$ cat src/rtl/qea_host_sequencer_if.sv
// Host-side streaming bundle for qea_host_sequencer: inbound load stream and outbound readback stream.
interface qea_host_sequencer_if #(
  parameter int DATA_WIDTH = 64
) ();
  logic                  s_valid;
  logic                  s_ready;
  logic [DATA_WIDTH-1:0] s_data;
  logic                  m_valid;
  logic                  m_ready;
  logic [DATA_WIDTH-1:0] m_data;

  modport slave (
    input  s_valid, s_data, m_ready,
    output s_ready, m_valid, m_data
  );

  modport master (
    output s_valid, s_data, m_ready,
    input  s_ready, m_valid, m_data
  );
endinterface

$ cat src/rtl/qea_host_sequencer.sv
// Host front end for QEA: loads CTX/STATE RAMs from one input stream, starts the core,
// then streams the final state vector back out lane by lane.
module qea_host_sequencer #(
  parameter int PE_NUM_WIDTH            = 2,
  parameter int PE_NUM                  = 4,
  parameter int STATE_DATA_WIDTH        = 64,
  parameter int STATE_ADDR_WIDTH        = 16,
  parameter int GATE_CONTEXT_DATA_WIDTH = 64,
  parameter int GATE_CONTEXT_ADDR_WIDTH = 16,
  parameter int MAX_QBIT_WIDTH          = 6
) (
  input  logic                               clk,
  input  logic                               rst,
  input  logic                               i_cfg_valid,
  input  logic [GATE_CONTEXT_ADDR_WIDTH-1:0] i_ins_num,
  input  logic [MAX_QBIT_WIDTH-1:0]          i_qbit_num,
  qea_host_sequencer_if.slave                bus,
  output logic                               o_ctx_en,
  output logic                               o_ctx_wea,
  output logic [GATE_CONTEXT_ADDR_WIDTH-1:0] o_ctx_addr,
  output logic [GATE_CONTEXT_DATA_WIDTH-1:0] o_ctx_data,
  output logic                               o_state_ena,
  output logic                               o_state_wea,
  output logic [STATE_ADDR_WIDTH-1:0]        o_state_addra,
  output logic [PE_NUM*STATE_DATA_WIDTH-1:0] o_state_dina,
  output logic [MAX_QBIT_WIDTH-1:0]          o_qbit_num,
  output logic                               o_start,
  input  logic                               i_complete,
  input  logic [PE_NUM*STATE_DATA_WIDTH-1:0] i_state_dout,
  output logic                               o_busy,
  output logic                               o_err
);
  localparam int ROW_W = PE_NUM * STATE_DATA_WIDTH;

  typedef enum logic [3:0] {
    IDLE, LOAD_CTX, LOAD_STATE, STATE_WR, START, RUN, RD_REQ, RD_WAIT, RD_SEND
  } state_t;

  state_t                             state, state_nx;
  logic [GATE_CONTEXT_ADDR_WIDTH-1:0] ins_q;
  logic [GATE_CONTEXT_ADDR_WIDTH-1:0] ctx_cnt;
  logic [PE_NUM_WIDTH-1:0]            lane_cnt;
  logic [STATE_ADDR_WIDTH-1:0]        row_cnt;
  logic [STATE_ADDR_WIDTH-1:0]        last_row;
  logic [ROW_W-1:0]                   row_buf;
  logic                               cfg_bad;
  logic                               s_hs;
  logic                               m_hs;
  logic                               ctx_last;
  logic                               lane_last;
  logic                               row_last;

  assign cfg_bad = (i_qbit_num < MAX_QBIT_WIDTH'(PE_NUM_WIDTH)) ||
                   ((i_qbit_num - MAX_QBIT_WIDTH'(PE_NUM_WIDTH)) > MAX_QBIT_WIDTH'(STATE_ADDR_WIDTH));
  // A full 2**STATE_ADDR_WIDTH row count shifts out to 0 and wraps back to all-ones.
  assign last_row  = (STATE_ADDR_WIDTH'(1) << (o_qbit_num - MAX_QBIT_WIDTH'(PE_NUM_WIDTH)))
                     - STATE_ADDR_WIDTH'(1);
  assign s_hs      = bus.s_valid && bus.s_ready;
  assign m_hs      = bus.m_valid && bus.m_ready;
  assign ctx_last  = (ctx_cnt == ins_q - GATE_CONTEXT_ADDR_WIDTH'(1));
  assign lane_last = (lane_cnt == PE_NUM_WIDTH'(PE_NUM - 1));
  assign row_last  = (row_cnt == last_row);
  assign o_busy    = (state != IDLE);

  always_comb begin
    state_nx      = state;
    bus.s_ready   = 1'b0;
    bus.m_valid   = 1'b0;
    bus.m_data    = '0;
    o_ctx_en      = 1'b0;
    o_ctx_wea     = 1'b0;
    o_ctx_addr    = '0;
    o_ctx_data    = '0;
    o_state_ena   = 1'b0;
    o_state_wea   = 1'b0;
    o_state_addra = '0;
    o_state_dina  = '0;
    o_start       = 1'b0;
    case (state)
      IDLE: begin
        if (i_cfg_valid && !cfg_bad)
          state_nx = (i_ins_num == '0) ? LOAD_STATE : LOAD_CTX;
      end
      LOAD_CTX: begin
        bus.s_ready = 1'b1;
        if (bus.s_valid) begin
          o_ctx_en   = 1'b1;
          o_ctx_wea  = 1'b1;
          o_ctx_addr = ctx_cnt;
          o_ctx_data = GATE_CONTEXT_DATA_WIDTH'(bus.s_data);
          if (ctx_last) state_nx = LOAD_STATE;
        end
      end
      LOAD_STATE: begin
        bus.s_ready = 1'b1;
        if (bus.s_valid && lane_last) state_nx = STATE_WR;
      end
      STATE_WR: begin
        o_state_ena   = 1'b1;
        o_state_wea   = 1'b1;
        o_state_addra = row_cnt;
        o_state_dina  = row_buf;
        state_nx      = row_last ? START : LOAD_STATE;
      end
      START: begin
        o_start  = 1'b1;
        state_nx = RUN;
      end
      RUN: begin
        if (i_complete) state_nx = RD_REQ;
      end
      RD_REQ: begin
        o_state_ena   = 1'b1;
        o_state_addra = row_cnt;
        state_nx      = RD_WAIT;
      end
      RD_WAIT: state_nx = RD_SEND;
      RD_SEND: begin
        bus.m_valid = 1'b1;
        bus.m_data  = row_buf[ROW_W-1 -: STATE_DATA_WIDTH];
        if (bus.m_ready && lane_last) state_nx = row_last ? IDLE : RD_REQ;
      end
      default: state_nx = IDLE;
    endcase
  end

  always_ff @(posedge clk or posedge rst) begin
    if (rst) begin
      state      <= IDLE;
      ins_q      <= '0;
      o_qbit_num <= '0;
      o_err      <= 1'b0;
      ctx_cnt    <= '0;
      lane_cnt   <= '0;
      row_cnt    <= '0;
      row_buf    <= '0;
    end else begin
      state <= state_nx;
      case (state)
        IDLE: begin
          if (i_cfg_valid) begin
            ins_q      <= i_ins_num;
            o_qbit_num <= i_qbit_num;
            o_err      <= cfg_bad;
            ctx_cnt    <= '0;
            lane_cnt   <= '0;
            row_cnt    <= '0;
          end
        end
        LOAD_CTX: begin
          if (s_hs) ctx_cnt <= ctx_last ? '0 : ctx_cnt + GATE_CONTEXT_ADDR_WIDTH'(1);
        end
        LOAD_STATE: begin
          // First word of a row ends up in the MSB lane after PE_NUM shifts.
          if (s_hs) begin
            row_buf  <= {row_buf[ROW_W-STATE_DATA_WIDTH-1:0], STATE_DATA_WIDTH'(bus.s_data)};
            lane_cnt <= lane_cnt + PE_NUM_WIDTH'(1);
          end
        end
        STATE_WR: row_cnt <= row_last ? '0 : row_cnt + STATE_ADDR_WIDTH'(1);
        RD_WAIT: begin
          row_buf  <= i_state_dout;
          lane_cnt <= '0;
        end
        RD_SEND: begin
          if (m_hs) begin
            row_buf  <= {row_buf[ROW_W-STATE_DATA_WIDTH-1:0], STATE_DATA_WIDTH'(0)};
            lane_cnt <= lane_cnt + PE_NUM_WIDTH'(1);
            if (lane_last) row_cnt <= row_last ? '0 : row_cnt + STATE_ADDR_WIDTH'(1);
          end
        end
        default: ;
      endcase
    end
  end
endmodule
$ cat src/flat_wrapper.sv
// flat-port wrapper written by rule: the top's interface ports become plain ports
module qea_host_sequencer_flat 
#(
  parameter int PE_NUM_WIDTH            = 2,
  parameter int PE_NUM                  = 4,
  parameter int STATE_DATA_WIDTH        = 64,
  parameter int STATE_ADDR_WIDTH        = 16,
  parameter int GATE_CONTEXT_DATA_WIDTH = 64,
  parameter int GATE_CONTEXT_ADDR_WIDTH = 16,
  parameter int MAX_QBIT_WIDTH          = 6
)
  (clk, rst, i_cfg_valid, i_ins_num, i_qbit_num, o_ctx_en, o_ctx_wea, o_ctx_addr, o_ctx_data, o_state_ena, o_state_wea, o_state_addra, o_state_dina, o_qbit_num, o_start, i_complete, i_state_dout, o_busy, o_err, bus_s_valid, bus_s_data, bus_m_ready, bus_s_ready, bus_m_valid, bus_m_data);
  qea_host_sequencer_if bus_i ();
  input  logic clk;
  input  logic rst;
  input  logic i_cfg_valid;
  input  logic [GATE_CONTEXT_ADDR_WIDTH-1:0] i_ins_num;
  input  logic [MAX_QBIT_WIDTH-1:0] i_qbit_num;
  output logic o_ctx_en;
  output logic o_ctx_wea;
  output logic [GATE_CONTEXT_ADDR_WIDTH-1:0] o_ctx_addr;
  output logic [GATE_CONTEXT_DATA_WIDTH-1:0] o_ctx_data;
  output logic o_state_ena;
  output logic o_state_wea;
  output logic [STATE_ADDR_WIDTH-1:0] o_state_addra;
  output logic [PE_NUM*STATE_DATA_WIDTH-1:0] o_state_dina;
  output logic [MAX_QBIT_WIDTH-1:0] o_qbit_num;
  output logic o_start;
  input  logic i_complete;
  input  logic [PE_NUM*STATE_DATA_WIDTH-1:0] i_state_dout;
  output logic o_busy;
  output logic o_err;
  input wire logic [$bits(bus_i.s_valid)-1:0] bus_s_valid;
  input wire logic [$bits(bus_i.s_data)-1:0] bus_s_data;
  input wire logic [$bits(bus_i.m_ready)-1:0] bus_m_ready;
  output wire logic [$bits(bus_i.s_ready)-1:0] bus_s_ready;
  output wire logic [$bits(bus_i.m_valid)-1:0] bus_m_valid;
  output wire logic [$bits(bus_i.m_data)-1:0] bus_m_data;
  assign bus_i.s_valid = bus_s_valid;
  assign bus_i.s_data = bus_s_data;
  assign bus_i.m_ready = bus_m_ready;
  assign bus_s_ready = bus_i.s_ready;
  assign bus_m_valid = bus_i.m_valid;
  assign bus_m_data = bus_i.m_data;
  qea_host_sequencer #(.PE_NUM_WIDTH(PE_NUM_WIDTH), .PE_NUM(PE_NUM), .STATE_DATA_WIDTH(STATE_DATA_WIDTH), .STATE_ADDR_WIDTH(STATE_ADDR_WIDTH), .GATE_CONTEXT_DATA_WIDTH(GATE_CONTEXT_DATA_WIDTH), .GATE_CONTEXT_ADDR_WIDTH(GATE_CONTEXT_ADDR_WIDTH), .MAX_QBIT_WIDTH(MAX_QBIT_WIDTH)) u_core (.clk(clk), .rst(rst), .i_cfg_valid(i_cfg_valid), .i_ins_num(i_ins_num), .i_qbit_num(i_qbit_num), .bus(bus_i), .o_ctx_en(o_ctx_en), .o_ctx_wea(o_ctx_wea), .o_ctx_addr(o_ctx_addr), .o_ctx_data(o_ctx_data), .o_state_ena(o_state_ena), .o_state_wea(o_state_wea), .o_state_addra(o_state_addra), .o_state_dina(o_state_dina), .o_qbit_num(o_qbit_num), .o_start(o_start), .i_complete(i_complete), .i_state_dout(i_state_dout), .o_busy(o_busy), .o_err(o_err));
endmodule
$ cat config.mk
export PLATFORM = sky130hd
export DESIGN_NAME = qea_host_sequencer_flat
export DESIGN_NICKNAME = d
export VERILOG_FILES = /design/src/rtl/qea_host_sequencer_if.sv /design/src/rtl/qea_host_sequencer.sv /design/src/flat_wrapper.sv
export SDC_FILE = /design/constraint.sdc
export NUM_CORES = 1
export LEC_CHECK = 0
export BUFFER_PORTS_ARGS = -buffer_cell sky130_fd_sc_hd__buf_2
export CORE_AREA = 2 2 305 307
export CTS_CLUSTER_SIZE = 16
export DETAILED_ROUTE_END_ITERATION = 8
export DIE_AREA = 0 0 307 309
export HOLD_SLACK_MARGIN = 0.1
export SLEW_MARGIN = 10
export SYNTH_ARGS = -nofsm -noshare
export SYNTH_HDL_FRONTEND = slang
export SYNTH_SLANG_ARGS = --single-unit
$ cat constraint.sdc
create_clock -name clk -period 10.3 [get_ports clk]
set_input_delay 1.03 -clock clk [delete_from_list [all_inputs] [get_ports clk]]
set_output_delay 1.03 -clock clk [all_outputs]
set_load 0.01 [all_outputs]
; Word level (Yosys, flattened, before mapping)
; Index checks and enable logic that the tools add are counted.
[word_totals]
word_cells = 101
input_bits = 348
regBits = 317
output_inout_bits = 431
[classes]
order_cmp = 2
shift = 1
addsub = 7
mux = 39
eq_ne = 22
n_reduce_logical = 22
[ops]
columns = cell, n
row1 = 2-to-1 mux 256 bit, 3
row2 = one-hot mux 256 bit (3 select lines), 1
row3 = 2-to-1 mux 64 bit, 3
row4 = 2-to-1 mux 16 bit, 9
row5 = one-hot mux 16 bit (3 select lines), 1
row6 = one-hot mux 4 bit (9 select lines), 1
row7 = adder 16 x 1 -> 16 bit (second input constant), 2
row8 = equality test 16 bit, 2
row9 = one-hot mux 16 bit (2 select lines), 1
row10 = 2-to-1 mux 4 bit, 6
row11 = equality test 4 x 3 -> 1 bit (second input constant), 4
row12 = logical NOT 16 bit, 1
row13 = != test 2 x 1 -> 1 bit (second input constant), 8
row14 = left shift 1 x 6 -> 16 bit (first input constant), 1
row15 = subtractor 16 x 1 -> 16 bit (second input constant), 1
row16 = subtractor 16 x 2 -> 16 bit (second input constant), 1
row17 = subtractor 6 x 2 -> 6 bit (second input constant), 2
row18 = equality test 4 x 2 -> 1 bit (second input constant), 2
row19 = 2-to-1 mux 2 bit, 4
row20 = one-hot mux 2 bit (4 select lines), 1
row21 = AND reduction 4 bit, 2
row22 = nonzero test 4 bit, 2
row23 = 2-to-1 mux 1 bit, 7
row24 = > comparator 6 x 5 -> 1 bit (second input constant), 1
row25 = other kinds (17), 27

; Logic depth before layout (Yosys ltp)
[depth]
word_depth = 8
depth_mapped = 18

; Worst setup path after synthesis
; Ideal clock, no wire load.
[synth_path]
kind = register -> register
startpoint = register u_core.o_qbit_num[1]
endpoint = register u_core.row_cnt[10]
setup_time_ns = 0.121
path_stages_with_launch = 19
arrival_ns = 3.723
path_buffers = 2
slack_ns = 6.456
required_ns = 10.179
period_less_slack_ns = 3.844
cell_sequence = dfrtp_1 > inv_1 > ha_1 > nor4_1 > nor2b_1 > nor2_1 > nand4_1 > ha_1 > inv_1 > a31oi_2 > o21ai_1 > buf_2 > mux2i_1 > a222oi_1 > o21a_1 > nor4b_4 > buf_4 > o31ai_1 > a22o_1
[synth_between]
elab_chain_cells = 8
[synth_rtl]
columns = element, line_no
row1 = start: declaration, qea_host_sequencer.sv:26  ; output logic [MAX_QBIT_WIDTH-1:0] o_qbit_num,
row2 = start signal: assignment, qea_host_sequencer.sv:143  ; o_qbit_num <= i_qbit_num;
row3 = subtractor 6 x 2 -> 6 bit *, qea_host_sequencer.sv:56  ; assign last_row = (STATE_ADDR_WIDTH'(1) << (o_qbit_num - MAX_QBIT_WIDTH'(PE_NUM_WIDTH)))
row4 = left shift 1 x 6 -> 16 bit *, qea_host_sequencer.sv:56
row5 = subtractor 16 x 2 -> 16 bit *, qea_host_sequencer.sv:57  ; - STATE_ADDR_WIDTH'(1);
row6 = equality test 16 bit *, qea_host_sequencer.sv:62  ; assign row_last = (row_cnt == last_row);
row7 = 2-to-1 mux 16 bit *, "qea_host_sequencer.sv:160, qea_host_sequencer.sv:169"
row8 = 2-to-1 mux 16 bit, qea_host_sequencer.sv:169  ; if (lane_last) row_cnt <= row_last ? '0 : row_cnt + STATE_ADDR_WIDTH'(1);
row9 = 2-to-1 mux 16 bit, qea_host_sequencer.sv:166  ; if (m_hs) begin
row10 = one-hot mux 16 bit (3 select lines) *, qea_host_sequencer.sv:139  ; case (state)
row11 = end signal: assignment, qea_host_sequencer.sv:160  ; STATE_WR: row_cnt <= row_last ? '0 : row_cnt + STATE_ADDR_WIDTH'(1);
row12 = end signal: assignment, qea_host_sequencer.sv:169
row13 = end: declaration, qea_host_sequencer.sv:43  ; logic [STATE_ADDR_WIDTH-1:0] row_cnt;
; Every way passes the cells marked *; elsewhere a longest branch is shown, timed or not. The select of a mux whose other input is x is not followed.
; A chain may end at the register's enable or synchronous reset.

; Worst setup path in the final report
[layout_path]
startpoint = register u_core.o_qbit_num[1]
endpoint = register u_core.row_cnt[0]
; Same word-level chain as after synthesis.

==> impl_results.md <==
* Mapped Nets at 2,614
* CP endpoint kind: register
* WL per Instance at 19.4 um
* Yosys top cell by area: dfrtp_1
* Initial Util at 20.9%
* Max Clk Rate at 183 MHz
* Post-Route Skew at 0.0216 ns
* Worst setup path category: reg2reg
* Global placer's final weighted congestion at 0.869
* Antenna violations before repair at 16
* Status: complete, no violations
* Relative slew slack at 26.2%
* Synthesized area per cell at 8.46 um2
* Worst EP arrival at 5.89 ns
* Min-delay worst type: reg2reg
* Clock tree buffer depth at 3
* Placed Instances at 4,048
* TritonRoute pass-1 iters at 5
* Max-Cap Viols at 0
* Fin. Hold Viols at 0
* RSZ-0062 raised after global routing: false
* Layout area overhead at 32.4%
* Setup Buffers After CTS at 0
* Via/cell ratio at 4.55
* Root Driver: clkbuf_16
* Clock sink total at 317
* Die X at 307 um
* Iter 0 DRT Violations at 1,566
* H-tree Lvls at 2
* I/O pins at 779
* Largest net degree at the start of global routing at 212
* Cts hold-fix bufs at 0
* VDD IR max at 0.176 mV
* Lkg Pwr at 12.9 nW
* Wirelength, routed at 80,100 um
* DIE HEIGHT at 309 um
* Final Cycle Share at 53.0%
* Post-synth ARST share at 100%
* Clk slew on worst S/H paths at 0.06 ns
* Global-route wire length before repair at 114,000 um
* PortBufs at 778
* Hpwl dp at 58,700 um
* Layout cells sized above 1 at 30.3%
* DRT antenna net count at 0
* Total CTS buffers at 40
* Pwr dens at 249 nW/um2
* PostCTS Resize Cnt at 0
* Synth Register Bits at 317
* Die area at 94,900 um2
* GRT Overall Usage at 15.8%
* Area contributors post-synth: dfrtp_1, mux2i_1, and2_1
* Synth warn at 0
* Cell area after placement at 24,000 um2
* CTS tree: built
* Tmin final at 5.46 ns
* CP Launch Type: register
* Vias in the first global route at 17.5k
* Top-count cell post-synth: nand2_1
* Site Rows at 111
* Sequential fraction of the synthesis area at 41.5%
* Final setup fails at 0
* Placeable Area at 91,400 um2
* Post-route cell area at 25,300 um2
* Fin. max-slew vios at 0
* DP Worst Slack at 4.92 ns
* Via total after detailed routing at 18.8k
* Commonest cells post-synth: nand2_1, dfrtp_1, o21ai_0
* Synthesized netlist cell count at 2,259
* Worst-Margin Slew at 1.11 ns
* Unique masters post-synth at 70
* Post-synth EDFFs at 0
* Synth top area share at 41.5%
* Congestion Overflow GR at 0
* FILL cells at 9,961
* Nets at 3,259
* Clock latency on the worst-skew pair at 0.57 ns
* Setup TNS at 0 ns
* Ys flop type: dfrtp_1
* Post-route insts no fill at 4,131
* WP data required at 10.74 ns
* # DRC at 0
* Fin worst setup slack at 4.84 ns
* CP max FO at 17
* Mapped cell area at 19,100 um2
==> flip-flops by register name, summed over array words and instances (netlist names) <==
name               cells
u_core.ins_q          16
u_core.row_cnt        16
u_core.lane_cnt        2
u_core.o_qbit_num      6
u_core.row_buf       256
u_core.ctx_cnt        16
u_core.state           4
u_core.o_err           1
==> layout make-up <==
cell class              count  area [um2]  share of cell area [%]
clock inverters            16         170                   0.673
clock buffers              56        1120                    4.44
inverters                  24        97.6                   0.386
well taps                1186        1480                    5.86
flip-flops and latches    317        7940                    31.4
repair buffers            799        4090                    16.2
diodes                     11        27.5                   0.109
multi-input cells        1722       10400                    41.0
==> final timing paths <==
| kind | depth (start not counted) | endpoint | slack (ns) | from |
|---|---|---|---|---|
| setup / recovery | 16 | u_core.row_cnt[0]$_DFFE_PP0P_ | 4.84 | u_core.o_qbit_num[1]$_DFFE_PP0P_ |
| hold / removal | 2 | u_core.row_buf[244]$_DFFE_PP0P_ | 0.49 | u_core.row_buf[244]$_DFFE_PP0P_ |
| setup reg to reg | 16 | u_core.row_cnt[0]$_DFFE_PP0P_ | 4.84 | u_core.o_qbit_num[1]$_DFFE_PP0P_ |
| hold reg to reg | 2 | u_core.row_buf[244]$_DFFE_PP0P_ | 0.49 | u_core.row_buf[244]$_DFFE_PP0P_ |
| max in group asynchronous | 4 | u_core.row_buf[246]$_DFFE_PP0P_ | 7.71 | rst |
| min in group asynchronous | 2 | u_core.row_buf[64]$_DFFE_PP0P_ | 0.51 | rst |
==> metrics by stage <==
step / power [mW] / utilization, % / hold WS [ns]
detailed placement: 4.91 / 26.2 / 0.482
global placement: 4.86 / 26.2 / 0.473
CTS: 6.38 / 27.7 / 0.485
floorplan: 3.79 / - / 0.455
finish: 6.31 / 27.7 / 0.492
global route: 6.79 / 27.7 / 0.519
==> worst max-delay path, stage by stage, from the launching register on <==
cell      delay [ns]
dfrtp_1         0.67
inv_1           0.23
ha_1            0.33
nor4_1          0.43
nor2b_1         0.12
nor2_1          0.17
nand4_1         0.12
ha_1            0.34
inv_1           0.12
a31oi_2         0.05
o21ai_1         0.81
mux2i_1         0.27
a222oi_1        0.08
o21a_1          0.24
nor4b_4         0.78
nor3_2          0.24
mux2_2          0.32
==> power by group <==
group | internal [mW] | switching [mW]
sequential | 1.74 | 0.559
clock | 0.836 | 0.588
combinational | 0.996 | 1.58
total | 3.58 | 2.73
==> routing by layer <==
layer	up-vias	global-route usage [%]	share of wire (%)
met2	754	24.5	44
met3	128	3.23	7.2
met5	-	0	0.030
li1	9062	-	-
met4	4	6.69	3.9
met1	8867	21.4	45
==> placed cells by master, fill, tap and decap left out, types with 9 or more instances in the layout <==
cell,netlist,final
mux2i_1,200,200
nor2b_1,9,9
xor2_1,21,21
and3_1,237,237
nand2_1,367,366
nand2b_1,11,11
nor3_1,20,18
nor2_1,46,44
clkbuf_1,181,11
buf_2,5,777
inv_1,23,22
dfrtp_1,317,316
and2_1,259,259
clkbuf_16,0,41
xnor2_1,17,17
o21ai_0,295,295
nor4_1,10,10
a21oi_1,89,88
nand3_1,22,22
buf_4,2,19
diode_2,0,11
==> cell families (layout without fill, tap and decap cells) <==
group,after synthesis,count (layout),synth area share [%]
buffers and inverters,220,895,4.43
multiplexers,205,205,10.8
AND/OR/NAND/NOR,1020,1020,28.1
AO/OA/AOI/OAI,452,452,13.0
flip-flops,317,317,41.5
adder cells (fa/ha/maj),7,7,0.458
XOR/XNOR,38,38,1.74
other,0,11,0
Note: power is estimated with default switching activity, not from simulation.
